===== config.mk =====
export PLATFORM = sky130hd
export DESIGN_NAME = keccak_pad_feeder
export DESIGN_NICKNAME = d
export VERILOG_FILES = /design/src/rtl/keccak_pad_feeder.sv
export SDC_FILE = /design/constraint.sdc
export NUM_CORES = 1
export LEC_CHECK = 0
export CORE_MARGIN = 4
export CORE_UTILIZATION = 44
export DETAILED_ROUTE_END_ITERATION = 6
export PLACE_DENSITY_LB_ADDON = 0.1
export SLEW_MARGIN = 20
export SYNTH_ARGS = -nofsm -noshare
export SYNTH_HDL_FRONTEND = slang
export SYNTH_SLANG_ARGS = --single-unit
export TNS_END_PERCENT = 1

===== constraint.sdc =====
create_clock -name clock -period 7.14 [get_ports clock]
set_input_delay 2.142 -clock clock [delete_from_list [all_inputs] [get_ports clock]]
set_output_delay 2.142 -clock clock [all_outputs]
set_load 0.005 [all_outputs]

===== src/rtl/keccak_pad_feeder.sv =====
// keccak_pad_feeder
//
// Feeds a Keccak core. Message words arrive from a source and receive
// pad10*1 byte padding. The padded stream is cut into RATE_WORDS-word rate
// blocks and driven into the core's din/din_valid input. After the last padded
// word has been taken, last_block pulses for one cycle. Only one message is in
// flight at a time.
//
// Handshakes:
//   source side: a word transfers on a clock edge where in_valid && in_ready.
//                in_ready is combinational and is high only while the FSM can
//                accept message data and the output register is free to load.
//   core side  : a word transfers on a clock edge where din_valid &&
//                !buffer_full. din/din_valid are registered and hold stable
//                while buffer_full && din_valid.
//
// Ports:
//   clock, reset      single clock; asynchronous active-high reset
//   in_data/in_bytes  message word (byte k at [8k+7:8k]) and its valid byte count
//   in_valid/in_last  source word valid / final word of the message
//   in_ready          source word accepted when in_valid && in_ready
//   buffer_full       core refuses din while high
//   ready             core idle, may start a new message
//   din/din_valid     registered word stream to the core
//   last_block        one-cycle pulse after the final padded word has transferred
//   busy              message in progress (any state other than IDLE)
//   dbg_state         current FSM state, for observation only

module keccak_pad_feeder #(
  parameter int RATE_WORDS = 17,
  parameter int WORD_W     = 64
) (
  input  logic              clock,
  input  logic              reset,
  input  logic [WORD_W-1:0] in_data,
  input  logic [3:0]        in_bytes,
  input  logic              in_valid,
  input  logic              in_last,
  output logic              in_ready,
  input  logic              buffer_full,
  input  logic              ready,
  output logic [WORD_W-1:0] din,
  output logic              din_valid,
  output logic              last_block,
  output logic              busy,
  output logic [2:0]        dbg_state
);

  localparam int NB     = WORD_W / 8;
  localparam int WIDX_W = (RATE_WORDS > 1) ? $clog2(RATE_WORDS) : 1;
  localparam logic [WIDX_W-1:0] WIDX_LAST = WIDX_W'(RATE_WORDS - 1);
  // Closing pad bit: 0x80 in the most significant byte of the final rate word.
  localparam logic [WORD_W-1:0] END_MARK = {8'h80, {(WORD_W-8){1'b0}}};
  localparam logic [WORD_W-1:0] ONE_WORD = WORD_W'(1);

  typedef enum logic [2:0] {
    S_IDLE   = 3'd0,
    S_ABSORB = 3'd1,
    S_PAD1   = 3'd2,
    S_PAD    = 3'd3,
    S_LAST   = 3'd4,
    S_DONE   = 3'd5
  } state_t;

  state_t              state_q, state_d;
  logic [WORD_W-1:0]   din_q, din_d;
  logic                din_valid_q, din_valid_d;
  logic                last_block_q, last_block_d;
  logic [WIDX_W-1:0]   widx_q, widx_d;

  logic                adv;
  logic                end_slot;
  logic                short_last;
  logic [WORD_W-1:0]   pad_word;
  logic                load;
  logic [WORD_W-1:0]   load_word;

  // Shared datapath helpers.
  always_comb begin
    // The output register may take a new word when it is empty or its
    // current word is being taken by the core this cycle.
    adv      = !din_valid_q || !buffer_full;
    end_slot = (widx_q == WIDX_LAST);
    // Only a final word with fewer than NB bytes gets in-word padding; any
    // other byte count (including out-of-range values) is treated as full.
    short_last = in_last && (in_bytes < 4'(NB));
    pad_word = '0;
    for (int k = 0; k < NB; k++) begin
      if (4'(k) < in_bytes) begin
        pad_word[8*k +: 8] = in_data[8*k +: 8];
      end else if (4'(k) == in_bytes) begin
        pad_word[8*k +: 8] = 8'h01;
      end
    end
  end

  // State register.
  always_ff @(posedge clock or posedge reset) begin
    if (reset) begin
      state_q      <= S_IDLE;
      din_q        <= '0;
      din_valid_q  <= 1'b0;
      last_block_q <= 1'b0;
      widx_q       <= '0;
    end else begin
      state_q      <= state_d;
      din_q        <= din_d;
      din_valid_q  <= din_valid_d;
      last_block_q <= last_block_d;
      widx_q       <= widx_d;
    end
  end

  // Next-state and output-register load logic.
  always_comb begin
    state_d      = state_q;
    din_d        = din_q;
    din_valid_d  = din_valid_q;
    last_block_d = 1'b0;
    widx_d       = widx_q;
    load         = 1'b0;
    load_word    = '0;

    case (state_q)
      S_IDLE, S_ABSORB: begin
        if (adv && in_valid) begin
          load = 1'b1;
          if (short_last) begin
            load_word = pad_word | (end_slot ? END_MARK : '0);
            state_d   = end_slot ? S_LAST : S_PAD;
          end else begin
            load_word = in_data;
            state_d   = in_last ? S_PAD1 : S_ABSORB;
          end
        end
      end
      S_PAD1: begin
        // Message ended on a full word: the 0x01 pad byte needs its own word.
        if (adv) begin
          load      = 1'b1;
          load_word = ONE_WORD | (end_slot ? END_MARK : '0);
          state_d   = end_slot ? S_LAST : S_PAD;
        end
      end
      S_PAD: begin
        if (adv) begin
          load      = 1'b1;
          load_word = end_slot ? END_MARK : '0;
          if (end_slot) begin
            state_d = S_LAST;
          end
        end
      end
      S_LAST: begin
        // Once the final word has left the register, raise the pulse; it
        // appears on the next cycle, never alongside din_valid.
        if (!din_valid_q) begin
          last_block_d = 1'b1;
          state_d      = S_DONE;
        end
      end
      S_DONE: begin
        if (ready) begin
          state_d = S_IDLE;
        end
      end
      default: begin
        state_d = S_IDLE;
      end
    endcase

    if (adv) begin
      din_valid_d = load;
      if (load) begin
        din_d  = load_word;
        widx_d = end_slot ? '0 : widx_q + WIDX_W'(1);
      end
    end
  end

  // Outputs.
  always_comb begin
    in_ready   = !reset && adv && ((state_q == S_IDLE) || (state_q == S_ABSORB));
    busy       = (state_q != S_IDLE);
    din        = din_q;
    din_valid  = din_valid_q;
    last_block = last_block_q;
    dbg_state  = state_q;
  end

endmodule


==> results of run 1 <==
## metal layers
layer	vias up	global-route usage, %
met5	-	0
met4	0	4.95
met3	8	6.73
met2	99	32.8
met1	1274	28.1
li1	1214	-
## sequential cells by signal (all words and copies together) (netlist names)
name        flops
dbg_state       3
din_valid       1
din            64
widx_q          5
last_block      1
## per-stage QoR
stage                     worst slack (ns)  util (%)  total power [mW]  hold slack, ns
after floorplan                      0.942         -             0.519           0.460
after global placement                1.44      67.2             0.583           0.451
after detailed placement              1.43      67.2             0.586           0.464
after CTS                             1.41      70.4             0.941           0.481
after global routing                  1.39      70.4             0.979           0.518
final                                 1.41      70.4             0.931           0.474
## power groups by stage
stage                     sequential (mW)  clock [mW]  combinational (mW)
after floorplan                     0.457           0              0.0623
after global placement              0.460           0               0.123
after detailed placement            0.461           0               0.125
after CTS                           0.453       0.361               0.127
after global routing                0.455       0.384               0.140
final                               0.453       0.352               0.126
## path summary, 6_finish.rpt
| check | start | end | slack, ns | depth (start not counted) |
|---|---|---|---|---|
| setup / recovery | buffer_full | in_ready | 1.41 | 4 |
| hold / removal | din[24] | din[24] | 0.47 | 2 |
| setup reg to reg | dbg_state[2] | din[63] | 4.91 | 5 |
| hold reg to reg | din[24] | din[24] | 0.47 | 2 |
| max in group asynchronous | reset | din[14] | 4.06 | 3 |
| min in group asynchronous | reset | din[11] | 2.47 | 3 |
## worst max-delay path: stages
cell and delay [ns]:
clkdlybuf4s50_1 0.50, nand2_1 0.24, and3_1 0.20, clkdlybuf4s50_1 0.51
## Yosys cell counts, drive strengths merged, types with 2 or more instances
| master | instances |
|---|---|
| dfrtp | 74 |
| inv | 6 |
| o211ai | 3 |
| or3b | 2 |
| buf | 10 |
| nor2 | 12 |
| mux2i | 2 |
| nor2b | 2 |
| o21ai | 9 |
| o21bai | 3 |
| nor3b | 2 |
| ha | 2 |
| a22o | 59 |
| nor3 | 3 |
| nand3 | 3 |
| nand2b | 6 |
| o31ai | 2 |
| a21oi | 12 |
| nand2 | 13 |
## area by class of cell
| cell class | count | area, sq um |
|---|---|---|
| multi-input combinational | 152 | 1140 |
| tap | 96 | 120 |
| clock buffer | 11 | 141 |
| timing repair buffer | 146 | 1460 |
| fill | 526 | 2020 |
| sequential | 74 | 1850 |
| inverter | 6 | 22.5 |
| clock inverter | 5 | 77.6 |
## cell families (layout without fill, tap and decap cells)
family | Yosys count | count (layout) | synth area share, %
fa+ha+maj | 2 | 2 | 0.801
simple gates | 51 | 51 | 9.62
flops | 74 | 74 | 59.3
buf+inv | 16 | 168 | 4.21
xor+xnor | 1 | 1 | 0.281
compound gates | 95 | 95 | 24.8
mux | 3 | 3 | 1.00
==> metrics.md, run 1 <==
| Metric | Value |
|---|---|
| Async SR Flop Fraction | `100%` |
| Finished layout cell area | `4810 sq um` |
| Largest net degree at the start of global routing | `75` |
| Min Tclk post-route | `5.73 ns` |
| Core area | `6830 sq um` |
| Worst VDD drop | `124 uV` |
| Boundary pin count | `145` |
| ANT nets after route | `0` |
| Crit path max fanout | `6` |
| Clock slew at reported path FFs | `0.07 ns` |
| Final setup fails | `0` |
| Routed vias/inst | `5.30` |
| Initial DRC Count | `101` |
| Nets | `465` |
| N_diodes | `0` |
| CTS tree | `done` |
| M1 WL | `3.72 mm` |
| Latest clock arrival within the worst-skew pair | `0.33 ns` |
| Maxcap violations | `0` |
| GRT Total Usage | `20.8%` |
| Mean Syn Cell Area | `12.9 sq um` |
| Total setup buffers inserted after CTS | `0` |
| Starting Density | `45.7%` |
| Status | `finished, final reports clean` |
| Die extent in x | `92.2 um` |
| Full die area | `8510 sq um` |
| Share of the synthesized area in the top cell type | `59.3%` |
| Warnings from Yosys | `0` |
| Yosys cell types | `45` |
| Clock Skews | `0.0103 ns` |
| CP endpoint kind | `primary output` |
| Comb pwr share | `13.5%` |
| FF+latch count, synth | `74` |
| Final RePlAce weighted congestion | `0.921` |
| Cell taking the most area after synthesis | `dfrtp_1` |
| Max Used Layer | `met4` |
| P_leak | `2.09 nW` |
| Worst-Margin Slew | `0.940 ns` |
| Routed WL | `8.60 mm` |
| Wirelength per Cell | `17.5 um` |
| Relative slew slack | `37.4%` |
| Number of global-route vias before repair | `2654` |
| Final cell count without fillers | `490` |
| CP Launch Type | `primary input` |
| Setup repair after global routing missed its margin | `false` |
| PortBufs | `144` |
| First-pass GRT wire length | `13.9 mm` |
| Met3 wire length | `716 um` |
| Fmax | `174 MHz` |
| Detailed Routing Iterations Pass 1 | `4` |
| CTS Sinks | `74` |
| Sequential power share | `48.7%` |
| Worst EP required | `5.00 ns` |
| Commonest non-fill, non-tap cells in the layout | `144 x clkdlybuf4s50_1, 74 x dfrtp_1, 59 x a22o_1, 13 x nand2_1, 10 x clkbuf_8` |
| Placed Area | `4590 sq um` |
| Met2 wire length | `4.06 mm` |
| Power per cell area | `193 nW/um^2` |
| Initial antenna violation count | `0` |
| Num CTS Buffers | `9` |
| Area Growth Syn to Fin | `54.1%` |
| Row Count | `30` |
| Via count | `2595` |
| Internal | `0.712 mW` |
| Setup TNS Final | `0 ns` |
| Synth Net Count | `318` |
| Synth top area cells | `dfrtp_1 59%, a22o_1 17%, buf_6 3.2%` |
| Worst hold path type | `register to register` |
| Dpl cells | `474` |
| Synth Flop Type | `dfrtp_1` |
| Die Span Y | `92.2 um` |
| Number of remaining DRC errors | `0` |
| CTS Buffer Depth | `2` |
| Fin. Hold Viols | `0` |
| Layout cells sized above 1 | `8.63%` |
| Final Max Slew Viols | `0` |
| Hold-fix buffers, CTS | `0` |
| H-Tree Depth | `3` |
| Gr ovfl total | `0` |
| Switching power | `0.219 mW` |
| Clock network fraction of design power | `37.8%` |
| Synthesized area | `3120 sq um` |
| Root Buffer | `clkbuf_8` |
| Post-DP HPWL | `6.20 mm` |
| Synth Instances | `242` |
| Commonest non-fill, non-tap cell in the layout | `clkdlybuf4s50_1` |
| Final worst-path cycle share | `80.3%` |
| Critical path type | `primary input to primary output` |
| PostCTS Resize Cnt | `0` |
| Sequential-to-total area share from yosys stat | `59.3%` |
| Switching share of total power | `23.5%` |
| EDFF count, synth | `0` |
| Crit path DAT | `3.59 ns` |
Power figures use the tool's default switching activity.
==> run 2: changes to the inputs <==
- CORE_UTILIZATION: 44 -> 41
- clock period: 7.14 -> 5.9 ns (I/O delays scaled with it)
==> run 2 against run 1 <==
- cell count rose by 0.41%
- setup slack got worse by 0.49 ns
- sequential share of layout area barely moved
- via count rose by 1.3%
- critical endpoint unchanged
- highest routed layer unchanged
==> metrics.md, run 2 (same netlist as run 1, synthesis figures left out) <==
| Metric | Value |
|---|---|
| Hold-fix buffers, CTS | `0 (unchanged)` |
| Latest clock arrival within the worst-skew pair | `0.34 ns (about the same)` |
| First-pass GRT wire length | `13.7 mm (-1.6%)` |
| Nets | `465 (unchanged)` |
| Crit path DAT | `3.21 ns (-0.38 ns)` |
| Relative slew slack | `37.8% (+0.42 points)` |
| Multi-input logic area | `1140 sq um (unchanged)` |
| Number of global-route vias before repair | `2667 (+0.49%)` |
| CP max-delay cell | `clkdlybuf4s50_1` |
| CP most frequent cell | `clkdlybuf4s50_1` |
| RR Startpoint | `dbg_state[2]` |
| Post-layout util | `65.6% (-4.8 points)` |
| Detailed Routing Iterations Pass 1 | `4 (unchanged)` |
| GRT Total Usage | `19.8% (-1.0 points)` |
| PortBufs | `144 (unchanged)` |
| H-Tree Depth | `3 (unchanged)` |
| ANT nets after route | `0 (unchanged)` |
| FF+latch area | `1850 sq um (unchanged)` |
| Full die area | `9070 sq um (+6.7%)` |
| Final Max Slew Viols | `0 (unchanged)` |
| Final setup fails | `0 (unchanged)` |
| CP top delay family | `buffers and inverters` |
| Worst R2R Setup Slack | `3.64 ns (-1.27 ns)` |
| Power per cell area | `234 nW/um^2 (+21%)` |
| Wirelength per Cell | `17.5 um (-0.34%)` |
| Crit path max fanout | `6 (unchanged)` |
| Critical path type | `primary input to primary output` |
| Worst-Margin Slew | `0.933 ns (-0.00623 ns)` |
| Die extent in x | `95.3 um (+3.3%)` |
| Final RePlAce weighted congestion | `0.788 (-14%)` |
| Core area | `7330 sq um (+7.3%)` |
| Number of remaining DRC errors | `0 (unchanged)` |
| Post-DP HPWL | `6.24 mm (+0.50%)` |
| Root Buffer | `clkbuf_8` |
| Routed WL | `8.61 mm (about the same)` |
| Fillers | `573 (+8.9%)` |
| R2R cell count | `4 (-1)` |
| Worst hold path type | `register to register` |
| Setup TNS Final | `0 ns (unchanged)` |
| Critical path's largest stage delay | `0.57 ns (+0.06 ns)` |
| Via count | `2630 (+1.3%)` |
| WHS | `0.485 ns (+0.0111 ns)` |
| Gr ovfl total | `0 (unchanged)` |
| Clock Skews | `0.00876 ns (-0.00157 ns)` |
| Depth of the worst hold-timing path | `2 (unchanged)` |
| Maxcap violations | `0 (unchanged)` |
| P_leak | `2.10 nW (+0.13%)` |
| Area Growth Syn to Fin | `54.1% (about the same)` |
| Worst EP required | `4.13 ns (-0.87 ns)` |
| PostCTS Resize Cnt | `0 (unchanged)` |
| Num CTS Buffers | `9 (unchanged)` |
| Final worst-path cycle share | `84.4%` |
| Max reg flops | `64 (unchanged)` |
| CTS Sinks | `74 (unchanged)` |
| Routed vias/inst | `5.35 (+0.94%)` |
| WHS Endpoint | `din[32]` |
| Commonest non-fill, non-tap cell in the layout | `clkdlybuf4s50_1` |
| Status | `finished, final reports clean` |
| N_diodes | `0 (unchanged)` |
| Startpoint of the worst hold path | `din[32]` |
| Layout cells sized above 1 | `8.65% (+0.022 points)` |
| Die Span Y | `95.3 um (+3.3%)` |
| Total setup buffers inserted after CTS | `0 (unchanged)` |
| CP Cell Sequence | `clkdlybuf4s50_1 -> nand2_1 -> and3_1 -> clkdlybuf4s50_1` |
| Worst VDD drop | `133 uV (+7.0%)` |
| Largest net degree at the start of global routing | `75 (unchanged)` |
| CTS tree | `done` |
| Initial antenna violation count | `0 (unchanged)` |
| Worst Path Buf+Inv | `2 (unchanged)` |
| R2r endpoint | `din[34]` |
| Fin. Hold Viols | `0 (unchanged)` |
| Boundary pin count | `145 (unchanged)` |
| Clock slew at reported path FFs | `0.07 ns (about the same)` |
| Initial DRC Count | `70 (-31%)` |
| Min Tclk post-route | `4.98 ns` |
| Commonest non-fill, non-tap cells in the layout | `144 x clkdlybuf4s50_1, 74 x dfrtp_1, 59 x a22o_1, 13 x nand2_1, 10 x clkbuf_8` |
| CP endpoint kind | `primary output` |
| Fmax | `201 MHz` |
| Row Count | `31 (+3.3%)` |
| Setup repair after global routing missed its margin | `false` |
| Starting Density | `42.6% (-3.1 points)` |
| CTS Buffer Depth | `2 (unchanged)` |
| CP Launch Type | `primary input` |
[run 2: worst register-to-register path, delay by kind of cell (launching register included)]
kind	cells	cell delay, ns
compound gates	2	0.49
buf+inv	1	0.46
flops	1	0.65
simple gates	1	0.60
[run 2: how the worst max path moves through the flow]
stage           startpoint       end  slack, ns  depth (start not counted)
2_1_floorplan        reset  in_ready       0.45                          2
4_1_cts        buffer_full  in_ready       0.91                          4
3_5_place_dp   buffer_full  in_ready       0.92                          4
5_1_grt        buffer_full  in_ready       0.84                          4
3_3_place_gp   buffer_full  in_ready       0.96                          4
6_report       buffer_full  in_ready       0.92                          4
[run 2: area by class of cell]
class | count | area share (%)
clock buffer | 10 | 2.86
sequential | 74 | 38.5
tap | 99 | 2.57
multi-input combinational | 152 | 23.7
clock inverter | 5 | 1.64
inverter | 6 | 0.468
timing repair buffer | 146 | 30.3
[run 2: per-layer routing]
metal | vias to the layer above | GRT usage, % | routed length [um]
met1 | 1311 | 26.5 | 3870
met4 | 0 | 6.13 | 99
met3 | 10 | 4.97 | 661
met2 | 97 | 31.7 | 3980
met5 | - | 0 | 0
li1 | 1212 | - | -
[run 2: power by group]
| part | leakage (nW) | switching, mW | internal, mW | total (mW) |
|---|---|---|---|---|
| registers | 1.01 | 0.0204 | 0.527 | 0.547 |
| logic | 0.976 | 0.0651 | 0.0854 | 0.151 |
| clock network | 0.112 | 0.180 | 0.247 | 0.427 |
[run 2: through the flow]
stage	setup WS (ns)	area (sq um)	power, mW	instances
after floorplan	0.446	3120	0.628	242
after global placement	0.956	4600	0.706	477
after detailed placement	0.917	4600	0.709	477
after CTS	0.914	4810	1.14	492
after global routing	0.842	4810	1.19	492
final	0.922	4810	1.12	492
